$ cat src/rtl/mips_pkg.sv
// Shared fetch/decode definitions: address and instruction widths, PC step,
// and the {pc, instr} record carried through the fetch buffer.
package mips_pkg;

  localparam int unsigned ADDR_W  = 8;
  localparam int unsigned INSTR_W = 32;
  localparam int unsigned PC_STEP = 4;

  typedef struct packed {
    logic [ADDR_W-1:0]  pc;
    logic [INSTR_W-1:0] instr;
  } fetch_entry_t;

endpackage

$ cat src/rtl/instruction_fetch_if.sv
// Fetch-side bundle: memory read port, decode valid/ready handshake,
// redirect request and buffer occupancy.
interface instruction_fetch_if
  import mips_pkg::*;
#(
  parameter int unsigned DEPTH = 2
);

  localparam int unsigned LVL_W = $clog2(DEPTH) + 1;

  logic [ADDR_W-1:0]  pc;
  logic [INSTR_W-1:0] instruct;
  logic               out_valid;
  logic               out_ready;
  logic [INSTR_W-1:0] out_instr;
  logic [ADDR_W-1:0]  out_pc;
  logic               redirect;
  logic [ADDR_W-1:0]  redirect_pc;
  logic [LVL_W-1:0]   level;

  modport master (
    output pc,
    input  instruct,
    output out_valid,
    input  out_ready,
    output out_instr,
    output out_pc,
    input  redirect,
    input  redirect_pc,
    output level
  );

  modport slave (
    input  pc,
    output instruct,
    input  out_valid,
    output out_ready,
    input  out_instr,
    input  out_pc,
    output redirect,
    output redirect_pc,
    input  level
  );

endinterface

$ cat src/rtl/fetch_fifo.sv
// DEPTH-entry synchronous FIFO of fetch entries with flush; push is accepted
// when full only if a pop happens in the same cycle.
module fetch_fifo
  import mips_pkg::*;
#(
  parameter int unsigned DEPTH = 2
) (
  input  logic                   clk,
  input  logic                   rst,
  input  logic                   flush,
  input  logic                   push,
  input  fetch_entry_t           push_data,
  input  logic                   pop,
  output fetch_entry_t           head,
  output logic                   empty,
  output logic                   full,
  output logic [$clog2(DEPTH):0] count
);

  localparam int unsigned PTR_W = $clog2(DEPTH);
  localparam int unsigned CNT_W = PTR_W + 1;

  fetch_entry_t     r_mem [DEPTH];
  logic [PTR_W-1:0] r_wr_ptr;
  logic [PTR_W-1:0] r_rd_ptr;
  logic [CNT_W-1:0] r_count;
  logic             w_push;
  logic             w_pop;

  always_comb begin
    empty  = (r_count == '0);
    full   = (r_count == CNT_W'(DEPTH));
    w_pop  = pop && !flush && !empty;
    w_push = push && !flush && (!full || w_pop);
  end

  // Pointers wrap naturally because DEPTH is a power of two.
  always_ff @(posedge clk or posedge rst) begin
    if (rst) begin
      r_wr_ptr <= '0;
      r_rd_ptr <= '0;
      r_count  <= '0;
    end else if (flush) begin
      r_wr_ptr <= '0;
      r_rd_ptr <= '0;
      r_count  <= '0;
    end else begin
      if (w_push) r_wr_ptr <= r_wr_ptr + PTR_W'(1);
      if (w_pop)  r_rd_ptr <= r_rd_ptr + PTR_W'(1);
      case ({w_push, w_pop})
        2'b10:   r_count <= r_count + CNT_W'(1);
        2'b01:   r_count <= r_count - CNT_W'(1);
        default: r_count <= r_count;
      endcase
    end
  end

  always_ff @(posedge clk) begin
    if (w_push) r_mem[r_wr_ptr] <= push_data;
  end

  assign head  = r_mem[r_rd_ptr];
  assign count = r_count;

endmodule

$ cat src/rtl/instruction_fetch.sv
// Instruction fetch: owns the PC, captures {pc, instruct} into a small buffer
// and hands it to decode over valid/ready, with flush-and-redirect.
module instruction_fetch
  import mips_pkg::*;
#(
  parameter int unsigned DEPTH = 2
) (
  input  logic                clk,
  input  logic                rst,
  instruction_fetch_if.master bus
);

  logic [ADDR_W-1:0]      r_pc;
  fetch_entry_t           w_head;
  fetch_entry_t           w_entry;
  logic                   w_empty;
  logic                   w_full;
  logic [$clog2(DEPTH):0] w_count;
  logic                   w_push;
  logic                   w_pop;

  // Redirect wins over both push and pop in the same cycle.
  always_comb begin
    w_pop   = !w_empty && bus.out_ready && !bus.redirect;
    w_push  = !bus.redirect && (!w_full || w_pop);
    w_entry = '{pc: r_pc, instr: bus.instruct};
  end

  always_ff @(posedge clk or posedge rst) begin
    if (rst) begin
      r_pc <= '0;
    end else if (bus.redirect) begin
      r_pc <= {bus.redirect_pc[ADDR_W-1:2], 2'b00};
    end else if (w_push) begin
      r_pc <= r_pc + ADDR_W'(PC_STEP);
    end
  end

  fetch_fifo #(.DEPTH(DEPTH)) u_fifo (
    .clk       (clk),
    .rst       (rst),
    .flush     (bus.redirect),
    .push      (w_push),
    .push_data (w_entry),
    .pop       (w_pop),
    .head      (w_head),
    .empty     (w_empty),
    .full      (w_full),
    .count     (w_count)
  );

  // Storage is not reset, so an empty buffer is presented as zeros.
  assign bus.pc        = r_pc;
  assign bus.out_valid = !w_empty;
  assign bus.out_instr = w_empty ? '0 : w_head.instr;
  assign bus.out_pc    = w_empty ? '0 : w_head.pc;
  assign bus.level     = w_count;

endmodule

$ cat src/flat_wrapper.sv
// flat-port wrapper written by rule: the top's interface ports become plain ports
module instruction_fetch_flat import mips_pkg::*;
#(
  parameter int unsigned DEPTH = 2
)
  (clk, rst, bus_pc, bus_instruct, bus_out_valid, bus_out_ready, bus_out_instr, bus_out_pc, bus_redirect, bus_redirect_pc, bus_level);
  instruction_fetch_if #(.DEPTH(DEPTH)) bus_i ();
  input  logic clk;
  input  logic rst;
  output wire logic [$bits(bus_i.pc)-1:0] bus_pc;
  input wire logic [$bits(bus_i.instruct)-1:0] bus_instruct;
  output wire logic [$bits(bus_i.out_valid)-1:0] bus_out_valid;
  input wire logic [$bits(bus_i.out_ready)-1:0] bus_out_ready;
  output wire logic [$bits(bus_i.out_instr)-1:0] bus_out_instr;
  output wire logic [$bits(bus_i.out_pc)-1:0] bus_out_pc;
  input wire logic [$bits(bus_i.redirect)-1:0] bus_redirect;
  input wire logic [$bits(bus_i.redirect_pc)-1:0] bus_redirect_pc;
  output wire logic [$bits(bus_i.level)-1:0] bus_level;
  assign bus_pc = bus_i.pc;
  assign bus_i.instruct = bus_instruct;
  assign bus_out_valid = bus_i.out_valid;
  assign bus_i.out_ready = bus_out_ready;
  assign bus_out_instr = bus_i.out_instr;
  assign bus_out_pc = bus_i.out_pc;
  assign bus_i.redirect = bus_redirect;
  assign bus_i.redirect_pc = bus_redirect_pc;
  assign bus_level = bus_i.level;
  instruction_fetch #(.DEPTH(DEPTH)) u_core (.clk(clk), .rst(rst), .bus(bus_i));
endmodule
$ cat config.mk
export PLATFORM = sky130hd
export DESIGN_NAME = instruction_fetch_flat
export DESIGN_NICKNAME = d
export VERILOG_FILES = /design/src/rtl/mips_pkg.sv /design/src/rtl/instruction_fetch_if.sv /design/src/rtl/fetch_fifo.sv /design/src/rtl/instruction_fetch.sv /design/src/flat_wrapper.sv
export SDC_FILE = /design/constraint.sdc
export NUM_CORES = 1
export LEC_CHECK = 0
export ABC_AREA = 1
export CAP_MARGIN = 10
export CORE_UTILIZATION = 45
export DETAILED_ROUTE_END_ITERATION = 7
export PLACE_DENSITY = 0.86
export SYNTH_ARGS = -nofsm -noshare
export SYNTH_HDL_FRONTEND = slang
export SYNTH_SLANG_ARGS = --single-unit
$ cat constraint.sdc
create_clock -name clk -period 5.45 [get_ports clk]
set_clock_uncertainty 0.2 [all_clocks]
set_input_delay 1.09 -clock clk [delete_from_list [all_inputs] [get_ports clk]]
set_output_delay 1.09 -clock clk [all_outputs]
set_load 0.05 [all_outputs]
== After elaboration in Yosys (flattened, before gate mapping) ==
Memories as Yosys holds them, arrays and structs flattened.
Index checks and enable logic that the tools add are counted.
Widths: inputs -> output; s select.

* Reductions and logical operators: 17
* Add/subtract/negate cells: 5
* Multiplexer cells: 12
* Equal/unequal tests: 3

{| class="wikitable"
|+ Operators by type and width
! cell !! number
|-
| $mux 32 || 1
|-
| $mux 8 || 3
|-
| $add 8x3->8 const B || 1
|-
| $logic_and 1x1->1 || 7
|-
| $mux 1 || 6
|-
| $reduce_bool 2->1 || 3
|-
| $eq 2x2->1 const B || 2
|-
| $pmux 2 s2 || 1
|-
| $logic_not 1->1 || 3
|-
| $reduce_bool 3->1 || 1
|-
| $add 1x1->1 const B || 2
|-
| $add 2x1->2 const B || 1
|-
| $eq 2x1->1 const B || 1
|-
| $logic_not 2->1 || 1
|-
| $logic_or 1x1->1 || 2
|-
| $mux 2 || 1
|-
| $sub 2x1->2 const B || 1
|}

* Bits in writable memories: 80
* Output and inout port bits: 51
* Register bits: 12
* Memories: 1
* Input bits: 44
* Word-level logic and storage cells: 42

{| class="wikitable"
|+ Memory list
! name !! words !! bits a word !! read ports !! clocked after Yosys merged registers in !! wr ports !! RTL line !! source
|-
| u_core.u_fifo.r_mem || 2 || 40 || 1 || 0 || 1 || fetch_fifo.sv:23 || <nowiki>fetch_entry_t r_mem [DEPTH];</nowiki>
|}

== Logic depth before layout (Yosys ltp) ==
Gate-level depths: netlist of run 1.

* Depth after elaboration: 11
* Mapped depth: 7
* Gate-level depth less buffers: 6

== Cells and area by module ==
A second synthesis of run 1 with hierarchy kept.

* Cells, all modules: 320
* Area total of the unflattened synthesis: 4152.7 µm²

{| class="wikitable"
|+ By module, submodules not included
! module !! cells each !! times used !! area each (µm²) !! sequential area each (µm²)
|-
| fetch_fifo || 167 || 1 || 3357.0 || 2502.4
|-
| instruction_fetch || 153 || 1 || 795.8 || 150.1
|}

== Least setup slack after synthesis of run 1 ==
Ideal clock, no wire load.

* Path kind: input to register
* Start point: input bus_redirect
* End point: memory u_core.u_fifo.r_mem[1][0] (netlist name), enable pin
* Arrival time: 3.028 ns
* Buffers on the path: 1
* Cell stages on the path: 4
* Required time: 4.817 ns
* Setup slack: 1.789 ns
* Setup time: 0.433 ns
* Cell sequence: buf_4 inv_2 o21ai_4 nor2_1

* Cells in the longest elaborated chain, start to end: 8
* Elaborated cells between the ends (all ways): 11
* Classes of those cells: mux (2); reduce/logical (9)

{| class="wikitable"
|+ Ends and longest elaborated chain
! element !! RTL line !! source
|-
| start, declared || flat_wrapper.sv:16 || <nowiki>input wire logic [$bits(bus_i.redirect)-1:0] bus_redirect;</nowiki>
|-
| $logic_not 1->1 (*) || - ||
|-
| $logic_and 1x1->1 || instruction_fetch.sv:24 || <nowiki>w_pop = !w_empty && bus.out_ready && !bus.redirect;</nowiki>
|-
| $logic_or 1x1->1 or $logic_and 1x1->1 (tied branches) || instruction_fetch.sv:25, fetch_fifo.sv:33 ||
|-
| $logic_and 1x1->1, on equally long branches || instruction_fetch.sv:25, fetch_fifo.sv:33 ||
|-
| $logic_and 1x1->1 or $logic_or 1x1->1 (tied branches) || fetch_fifo.sv:34 || <nowiki>w_push = push && !flush && (!full || w_pop);</nowiki>
|-
| $logic_and 1x1->1 (*) || fetch_fifo.sv:34 ||
|-
| $mux 1 (*) || fetch_fifo.sv:59 || <nowiki>if (w_push) r_mem[r_wr_ptr] <= push_data;</nowiki>
|-
| $mux 1 (not written as such) (*) || fetch_fifo.sv:59 ||
|-
| end, declared || fetch_fifo.sv:23 ||
|}

Every way passes the cells marked *; elsewhere a longest branch is shown, timed or not.

== Worst setup path in the final report of run 1 ==
* Start point: register u_core.u_fifo.r_count[1] (netlist: u_core.u_fifo.count[1])
* End point: output bus_out_valid

* Cells in the longest elaborated chain, start to end: 2

{| class="wikitable"
|+ Ends and longest elaborated chain
! element !! RTL line !! source
|-
| start, declared || fetch_fifo.sv:26 || <nowiki>logic [CNT_W-1:0] r_count;</nowiki>
|-
| start signal, assigned || fetch_fifo.sv:51 || <nowiki>2'b10: r_count <= r_count + CNT_W'(1);</nowiki>
|-
| start signal, assigned || fetch_fifo.sv:52 || <nowiki>2'b01: r_count <= r_count - CNT_W'(1);</nowiki>
|-
| start signal, assigned || fetch_fifo.sv:53 || <nowiki>default: r_count <= r_count;</nowiki>
|-
| $logic_not 2->1 || fetch_fifo.sv:31 || <nowiki>empty = (r_count == '0);</nowiki>
|-
| $logic_not 1->1 || instruction_fetch.sv:54 || <nowiki>assign bus.out_valid = !w_empty;</nowiki>
|-
| end, declared || flat_wrapper.sv:12 || <nowiki>output wire logic [$bits(bus_i.out_valid)-1:0] bus_out_valid;</nowiki>
|}

No other way between the ends.

==> results of run 1 <==
power groups by stage:
stage | combinational, W | sequential [W] | clock [W]
floorplan | 0.000239 | 0.000841 | 0
global placement | 0.000393 | 0.000817 | 0
detailed placement | 0.000400 | 0.000821 | 0
CTS | 0.000401 | 0.000806 | 0.000435
global route | 0.000422 | 0.000812 | 0.000461
finish | 0.000396 | 0.000806 | 0.000422
worst register-to-register path, cell delays in order (launching register included):
cell and delay (ns):
dfrtp_1 0.47, inv_1 0.08, nand2_1 0.12, o21ai_4 0.11
nor2_4 0.87
cell usage in the layout, fill, tap and decap left out, drive strengths merged:
| cell | n |
|---|---|
| clkinv | 4 |
| buf | 1 |
| edfxtp | 76 |
| nor3 | 2 |
| xnor2 | 1 |
| nor2 | 7 |
| a21oi | 41 |
| dfrtp | 10 |
| clkdlybuf4s50 | 88 |
| conb | 4 |
| o21ai | 3 |
| or2 | 1 |
| clkinvlp | 1 |
| inv | 12 |
| ha | 1 |
| xor2 | 1 |
| nand4 | 5 |
| nand3 | 7 |
| and3 | 1 |
| o21bai | 1 |
| bufinv | 1 |
| clkbuf | 9 |
| nand2 | 102 |
cell families after synthesis:
family                   Yosys count  share of synthesized area [%]
AND/OR/NAND/NOR                  125                           14.6
flip-flops                        86                           72.4
AO/OA/AOI/OAI                     45                           6.94
buffers and inverters             30                           5.05
XOR/XNOR                           2                          0.501
adder cells (fa/ha/maj)            1                          0.358
other                              1                          0.107
stage by stage:
step	hold slack, ns	instances
after floorplan	0.317	293
after global placement	0.354	463
after detailed placement	0.368	463
after CTS	0.392	478
after global routing	0.410	478
final	0.393	478
final cells by class:
class | count | area [µm²] | area share [%]
Multi-Input combinational cell | 177 | 816 | 17.8
Inverter | 12 | 45.0 | 0.981
Tap cell | 99 | 124 | 2.70
Timing Repair Buffer | 89 | 888 | 19.3
Clock buffer | 9 | 124 | 2.70
Sequential cell | 86 | 2530 | 55.1
Clock inverter | 6 | 63.8 | 1.39
Yosys cell counts, drive strengths merged:
cell type,count
nand2,102
edfxtp,76
a21oi,41
buf,18
inv,12
dfrtp,10
nand3,7
nor2,7
nand4,5
o21ai,3
nor3,2
and3,1
conb,1
ha,1
o21bai,1
or2,1
xnor2,1
xor2,1
per-layer routing:
layer  wire length (µm)  GRT usage (%)
met5                  0              0
met4                 44           7.26
met3                338           4.06
met2               3490           29.1
met1               3040           24.3
state kept, by name, indices dropped and copies added, names as in the netlist:
name                    flops
u_core.u_fifo.r_mem        76
u_core.bus.pc               6
u_core.u_fifo.count         2
u_core.u_fifo.r_wr_ptr      1
u_core.u_fifo.r_rd_ptr      1
path summary, 6_finish.rpt:
kind	slack, ns	endpoint
setup reg to reg	3.20	u_core.u_fifo.r_mem[0][3]
max in group asynchronous	3.93	u_core.bus.pc[5]
hold / removal	0.39	u_core.u_fifo.r_mem[1][39]
min in group asynchronous	0.83	u_core.u_fifo.count[1]
hold reg to reg	0.39	u_core.u_fifo.r_mem[1][39]
setup / recovery	1.71	bus_out_valid
==> flow_summary.json, run 1 <==
{
  "p_leak_nw": 1.70,
  "worst_slack_ns": 1.71,
  "antenna_cells": 0,
  "fin_setup_tns_ns": 0,
  "fin_crit_sh_pct": 68.6,
  "power.density_nw_per_um2": 354,
  "synth_area_leaders": "edfxtp_1, nand2_1, dfrtp_1",
  "worst_pin_slew_ns": 1.14,
  "core_um2": 7370,
  "path_class": "register to primary output",
  "die_w_um": 90.1,
  "clk_latency_ns": 0.34,
  "max_freq_mhz": 268,
  "required_ns": 4.16,
  "drive_above_1_share_pct": 6.60,
  "synth-seq-area-share_pct": 72.4,
  "first_pass_iters": 4,
  "die_area_um2": 8130,
  "power_w": 0.00162,
  "crit_fanout": 40,
  "cts_buffer_depth": 2,
  "fillCellCount": 603,
  "cts-htree-levels": 3,
  "synthDistinctLibCells": 25,
  "power_switching_w": 0.000510,
  "power_frac_clock_pct": 26.0,
  "seqPwrFrac_pct": 49.6,
  "syn_avg_cell_area_um2": 12.1,
  "cp-end-kind": "primary output",
  "hold_viol": 0,
  "vias": 2375,
  "hp-start": "u_core.bus.pc[7]",
  "cts_sinks": 86,
  "setup_viol": 0,
  "tritoncts": "built",
  "cts.root.buffer_cell": "clkbuf_8",
  "postLayoutCellArea_um2": 4590,
  "finalWeightedCongestion": 0.752,
  "drc_errors": 0,
  "p_int_w": 0.00111,
  "crit_cells": 3,
  "grt_pass1_wl_um": 11400,
  "reg2regPathDepth": 4,
  "ys_warn_count": 0,
  "nNetsFinal": 420,
  "rows": 31,
  "holdCritPathClass": "register to register",
  "wirelength_um": 6910,
  "synth_top_area_share_pct": 65.3,
  "drtIter0Drc": 107,
  "vias_per_cell": 4.97,
  "cts_setup_buffers": 0,
  "r2r_start": "u_core.u_fifo.count[0]",
  "yosys_register_bits": 86,
  "dp_worst_setup_slack_ns": 1.79,
  "cp.arrival_ns": 2.45,
  "cp_slowest_cell": "nor2_4",
  "hpwl_um": 4250,
  "port_buffers": 88,
  "min_period_ns": 3.74,
  "wl_per_cell_um": 14.5,
  "cap_viol_max_count": 0,
  "antenna_found_initial": 0,
  "startpoint": "u_core.u_fifo.count[1]",
  "swShare_pct": 31.4,
  "cp_num_buf_inv": 2,
  "grt_pass1_vias": 2306,
  "area_delta_synth_final_pct": 31.4,
  "postCtsResizedCells": 0,
  "combinationalPowerShare_pct": 24.4,
  "path_clk_slew_ns": 0.08,
  "detail-route-antenna-nets": 0,
  "cp-start-kind": "register",
  "drv_slew": 0,
  "yosys.area.top_type": "edfxtp_1",
  "synth_area_um2": 3500,
  "relSlewSlack_pct": 24.0,
  "status": "finished, final reports clean",
  "dieHeight_um": 90.1,
  "gr-total-overflow": 0,
  "grt_max_degree": 41,
  "dpl_cell_area_um2": 4410,
  "ctsHoldBuffers": 0,
  "num_io_pins": 95,
  "rsz0062_at_grt": "false",
  "path_delay_family": "buffers and inverters",
  "vdd_ir_drop_max_uv": 166,
  "cpPeakStageDelay_ns": 0.75,
  "crit_chain": "nor2_4 -> inv_1 -> clkdlybuf4s50_1",
  "post-route-util_pct": 62.3,
  "start_util_pct": 47.4,
  "numCtsBuffers": 9,
  "synthCells": 290,
  "hold_depth": 0,
  "grtUsageTotal_pct": 18.2
}
(Power assumes the default switching activity.)
==> run 2: changes to the inputs <==
Settings changed: CORE_UTILIZATION 45 to 43.
Clock period 5.45 ns to 3 ns, I/O delays scaled along.
==> flow_summary.json, run 2 (synthesis results as in run 1) <==
{
  "dpl_cell_area_um2": 4360,
  "cts-htree-levels": 3,
  "core_um2": 7810,
  "cp.arrival_ns": 1.85,
  "cts_buffer_depth": 2,
  "cpPeakStageDelay_ns": 0.52,
  "num_io_pins": 95,
  "hold_viol": 0,
  "first_pass_iters": 4,
  "cts.root.buffer_cell": "clkbuf_8",
  "antenna_cells": 0,
  "cp-end-kind": "primary output",
  "grtUsageTotal_pct": 17.8,
  "grt_pass1_vias": 2388,
  "postCtsResizedCells": 0,
  "hpwl_um": 4570,
  "area_delta_synth_final_pct": 30.6,
  "path_clk_slew_ns": 0.08,
  "die_area_um2": 8490,
  "gr-total-overflow": 0,
  "grt_max_degree": 40,
  "tritoncts": "built",
  "dieHeight_um": 92.2,
  "cts_sinks": 86,
  "drv_slew": 0,
  "wirelength_um": 7150,
  "regMostFlops": "u_core.u_fifo.r_mem",
  "worst_pin_slew_ns": 0.707,
  "cp_slowest_cell": "inv_2",
  "dp_worst_setup_slack_ns": 0.442,
  "power.density_nw_per_um2": 662,
  "path_delay_family": "buffers and inverters",
  "fin_crit_sh_pct": 88.4,
  "cp-start-kind": "register",
  "cap_viol_max_count": 0,
  "drive_above_1_share_pct": 18.0,
  "p_leak_nw": 1.80,
  "drtIter0Drc": 121,
  "ctsHoldBuffers": 0,
  "fillCellCount": 638,
  "vdd_ir_drop_max_uv": 300,
  "max_freq_mhz": 377,
  "clk_latency_ns": 0.34,
  "cts_setup_buffers": 0,
  "crit_fanout": 39,
  "regArea_um2": 2530,
  "power_w": 0.00302,
  "vias_per_cell": 4.97,
  "finalWeightedCongestion": 0.794,
  "cp_num_buf_inv": 2,
  "relSlewSlack_pct": 52.8,
  "holdCritPathClass": "primary input to asynchronous set/reset pin",
  "rsz0062_at_grt": "false",
  "postLayoutCellArea_um2": 4560,
  "min_period_ns": 2.65,
  "fin_setup_tns_ns": 0,
  "antenna_found_initial": 0,
  "final_cell_mix": "nand2_1, edfxtp_1, clkdlybuf4s50_1, buf_4, a21oi_1",
  "nNetsFinal": 425,
  "wl_per_cell_um": 14.7,
  "multiInputGateArea_um2": 816,
  "port_buffers": 88,
  "rows": 32,
  "vias": 2417,
  "status": "finished, final reports clean",
  "largest_reg_flops": 76,
  "grt_pass1_wl_um": 11400,
  "die_w_um": 92.2,
  "start_util_pct": 44.8,
  "drc_errors": 0,
  "layout_commonest_cell": "nand2_1",
  "required_ns": 2.20,
  "setup_viol": 0,
  "path_class": "register to primary output",
  "detail-route-antenna-nets": 0,
  "numCtsBuffers": 9,
  "worst_slack_ns": 0.349,
  "crit_chain": "inv_2 -> nand2_1 -> a21oi_1 -> buf_4"
}
-- run 2: worst reg2reg max path, stage by stage, from the launching register on --
cell     delay [ns]
dfrtp_1        0.48
inv_1          0.07
nand2_1        0.11
o21ai_4        0.12
nor2_4         0.11
buf_4          0.29
-- run 2: through the flow --
stage                     hold WS (ns)  utilization, %  cells
after floorplan                  0.240               -    293
after global routing             0.356            58.5    486
final                            0.334            58.5    486
after global placement           0.364            55.9    471
after detailed placement         0.374            55.9    471
after CTS                        0.331            58.5    486
-- run 2: per-layer routing --
layer	track usage, %	routed length [µm]	vias up
li1	-	-	1166
met1	21.9	3050	1155
met4	5.99	85	0
met3	4.23	350	9
met2	30.9	3660	87
met5	0	0	-
-- run 2: final timing paths --
kind,from,to,slack [ns],depth (start not counted)
worst max-delay path,u_core.u_fifo.r_rd_ptr,bus_out_instr[19],0.35,4
worst min-delay path,rst,u_core.u_fifo.count[0],0.33,2
worst min register to register,u_core.bus.pc[3],u_core.u_fifo.r_mem[1][35],0.40,0
max in group asynchronous,rst,u_core.bus.pc[5],1.98,2
worst max register to register,u_core.u_fifo.count[0],u_core.u_fifo.r_mem[0][2],1.28,5
min in group clk,u_core.bus.pc[3],u_core.u_fifo.r_mem[1][35],0.40,0
-- run 2: where the power goes --
| group | internal [W] | total, W | switching [W] | leakage [nW] |
|---|---|---|---|---|
| Combinational | 0.000219 | 0.000715 | 0.000497 | 0.858 |
| Clock | 0.000461 | 0.000840 | 0.000379 | 0.106 |
| Sequential | 0.00141 | 0.00146 | 0.0000501 | 0.836 |
-- run 2: final cells by class --
type                            count  area share, %
Timing Repair Buffer               94           18.4
Multi-Input combinational cell    177           17.9
Sequential cell                    86           55.5
Clock buffer                       10           2.80
Clock inverter                      5           1.64
Inverter                           12          0.987
Tap cell                          102           2.80
==> run 3: changes to the inputs <==
Settings changed: CORE_UTILIZATION 43 to 45, CTS_BUF_LIST from default to sky130_fd_sc_hd__clkbuf_8, PLACE_DENSITY 0.86 to 0.89, SKIP_CTS_REPAIR_TIMING from default to 1.
==> flow_summary.json, run 3 (synthesis results as in run 1) <==
{
  "min_period_ns": 2.67,
  "cp-end-kind": "primary output",
  "detail-route-antenna-nets": 0,
  "final_cell_mix": "nand2_1, edfxtp_1, clkdlybuf4s50_1, buf_4, a21oi_1",
  "power_frac_clock_pct": 30.2,
  "combinationalPowerShare_pct": 22.9,
  "cts.root.buffer_cell": "clkbuf_8",
  "gr-total-overflow": 0,
  "grt_max_degree": 40,
  "crit_fanout": 39,
  "fillCellCount": 563,
  "die_area_um2": 8130,
  "num_io_pins": 95,
  "grt_pass1_wl_um": 11500,
  "wirelength_um": 7160,
  "cts_sinks": 86,
  "seqPwrFrac_pct": 46.9,
  "cp.arrival_ns": 1.87,
  "antenna_cells": 0,
  "cts_buffer_depth": 2,
  "path_class": "register to primary output",
  "dp_worst_setup_slack_ns": 0.553,
  "power.density_nw_per_um2": 679,
  "start_util_pct": 47.4,
  "area_delta_synth_final_pct": 31.6,
  "rr_endpoint": "u_core.u_fifo.r_mem[0][13]",
  "numCtsBuffers": 9,
  "fin_setup_tns_ns": 0,
  "layout_commonest_cell": "nand2_1",
  "path_clk_slew_ns": 0.08,
  "worst_pin_slew_ns": 0.693,
  "grtUsageTotal_pct": 18.6,
  "vias": 2424,
  "required_ns": 2.20,
  "core_um2": 7370,
  "reg2regPathDepth": 5,
  "vdd_ir_drop_max_uv": 344,
  "drive_above_1_share_pct": 18.4,
  "wl_per_cell_um": 14.8,
  "hpwl_um": 4680,
  "p_int_w": 0.00218,
  "port_buffers": 88,
  "drc_errors": 0,
  "clk_latency_ns": 0.34,
  "swShare_pct": 30.1,
  "vias_per_cell": 5.01,
  "cp-start-kind": "register",
  "nNetsFinal": 426,
  "hold_viol": 0,
  "reg2reg_slack_ns": 1.22,
  "fin_crit_sh_pct": 89.2,
  "first_pass_iters": 4,
  "antenna_found_initial": 0,
  "relSlewSlack_pct": 53.7,
  "holdCritPathClass": "primary input to asynchronous set/reset pin",
  "die_w_um": 90.1,
  "max_freq_mhz": 374,
  "largest_reg_flops": 76,
  "grt_pass1_vias": 2383,
  "cap_viol_max_count": 0,
  "multiInputGateArea_um2": 816,
  "rsz0062_at_grt": "false",
  "p_leak_nw": 1.81,
  "setup_viol": 0,
  "drv_slew": 0,
  "regMostFlops": "u_core.u_fifo.r_mem",
  "rows": 31,
  "r2r_start": "u_core.u_fifo.count[0]",
  "regArea_um2": 2530,
  "dieHeight_um": 90.1,
  "status": "finished, final reports clean",
  "worst_slack_ns": 0.325,
  "tritoncts": "built",
  "power_switching_w": 0.000940,
  "cts-htree-levels": 3,
  "finalWeightedCongestion": 0.813,
  "drtIter0Drc": 113
}
[run 3: changes by cell type in the layout (fill, tap and decap cells not counted)]
cell / change
clkinv_2: -2
bufinv_16: +1
buf_4: +1
clkinvlp_4: +1
clkinv_4: +1
clkbuf_1: -1
[run 3: worst max-delay path: stages (launching register included)]
cell     delay (ns)
dfrtp_1        0.39
inv_2          0.51
nand2_1        0.15
a21oi_1        0.23
buf_4          0.24
[run 3: final cells by class]
| cell class | count | area share [%] |
|---|---|---|
| timing repair buffer | 95 | 18.4 |
| inverter | 12 | 0.979 |
| sequential | 86 | 55.0 |
| tap | 99 | 2.69 |
| multi-input combinational | 177 | 17.7 |
| clock inverter | 6 | 2.42 |
| clock buffer | 9 | 2.69 |
[run 3: worst max-delay path by stage]
stage          slack (ns)  depth (start not counted)                        end                    from
6_report             0.33                          4           bus_out_instr[3]  u_core.u_fifo.r_rd_ptr
5_1_grt              0.21                          4           bus_out_instr[3]  u_core.u_fifo.r_rd_ptr
4_1_cts              0.30                          4           bus_out_instr[7]  u_core.u_fifo.r_rd_ptr
3_5_place_dp         0.55                          5  u_core.u_fifo.r_mem[0][2]            bus_redirect
3_3_place_gp         0.59                          5  u_core.u_fifo.r_mem[0][2]            bus_redirect
2_1_floorplan        0.36                          4          bus_out_instr[10]  u_core.u_fifo.count[0]
[run 3: metal layers]
| metal | vias to the layer above | part of all wire (%) | GRT usage (%) |
|---|---|---|---|
| li1 | 1169 | - | - |
| met1 | 1136 | 41 | 22.7 |
| met2 | 100 | 51 | 31.3 |
| met3 | 19 | 5.6 | 5.25 |
| met4 | 0 | 2.1 | 7.39 |
| met5 | - | 0 | 0 |
[run 3: metrics by stage]
step | cell area (µm²) | instances | util, % | hold WS (ns) | power [W]
after floorplan | 3510 | 293 | - | 0.240 | 0.00196
after detailed placement | 4370 | 469 | 59.2 | 0.361 | 0.00221
final | 4600 | 484 | 62.4 | 0.334 | 0.00312
after global routing | 4600 | 484 | 62.4 | 0.371 | 0.00324
after CTS | 4600 | 484 | 62.4 | 0.335 | 0.00314
after global placement | 4370 | 469 | 59.2 | 0.354 | 0.00219
[run 3: power groups by stage]
stage          Clock, W  Combinational (W)  Sequential [W]
3_5_place_dp          0           0.000720         0.00149
2_1_floorplan         0           0.000435         0.00153
6_report       0.000942           0.000716         0.00146
3_3_place_gp          0           0.000707         0.00148
5_1_grt         0.00101           0.000760         0.00147
4_1_cts        0.000958           0.000723         0.00146
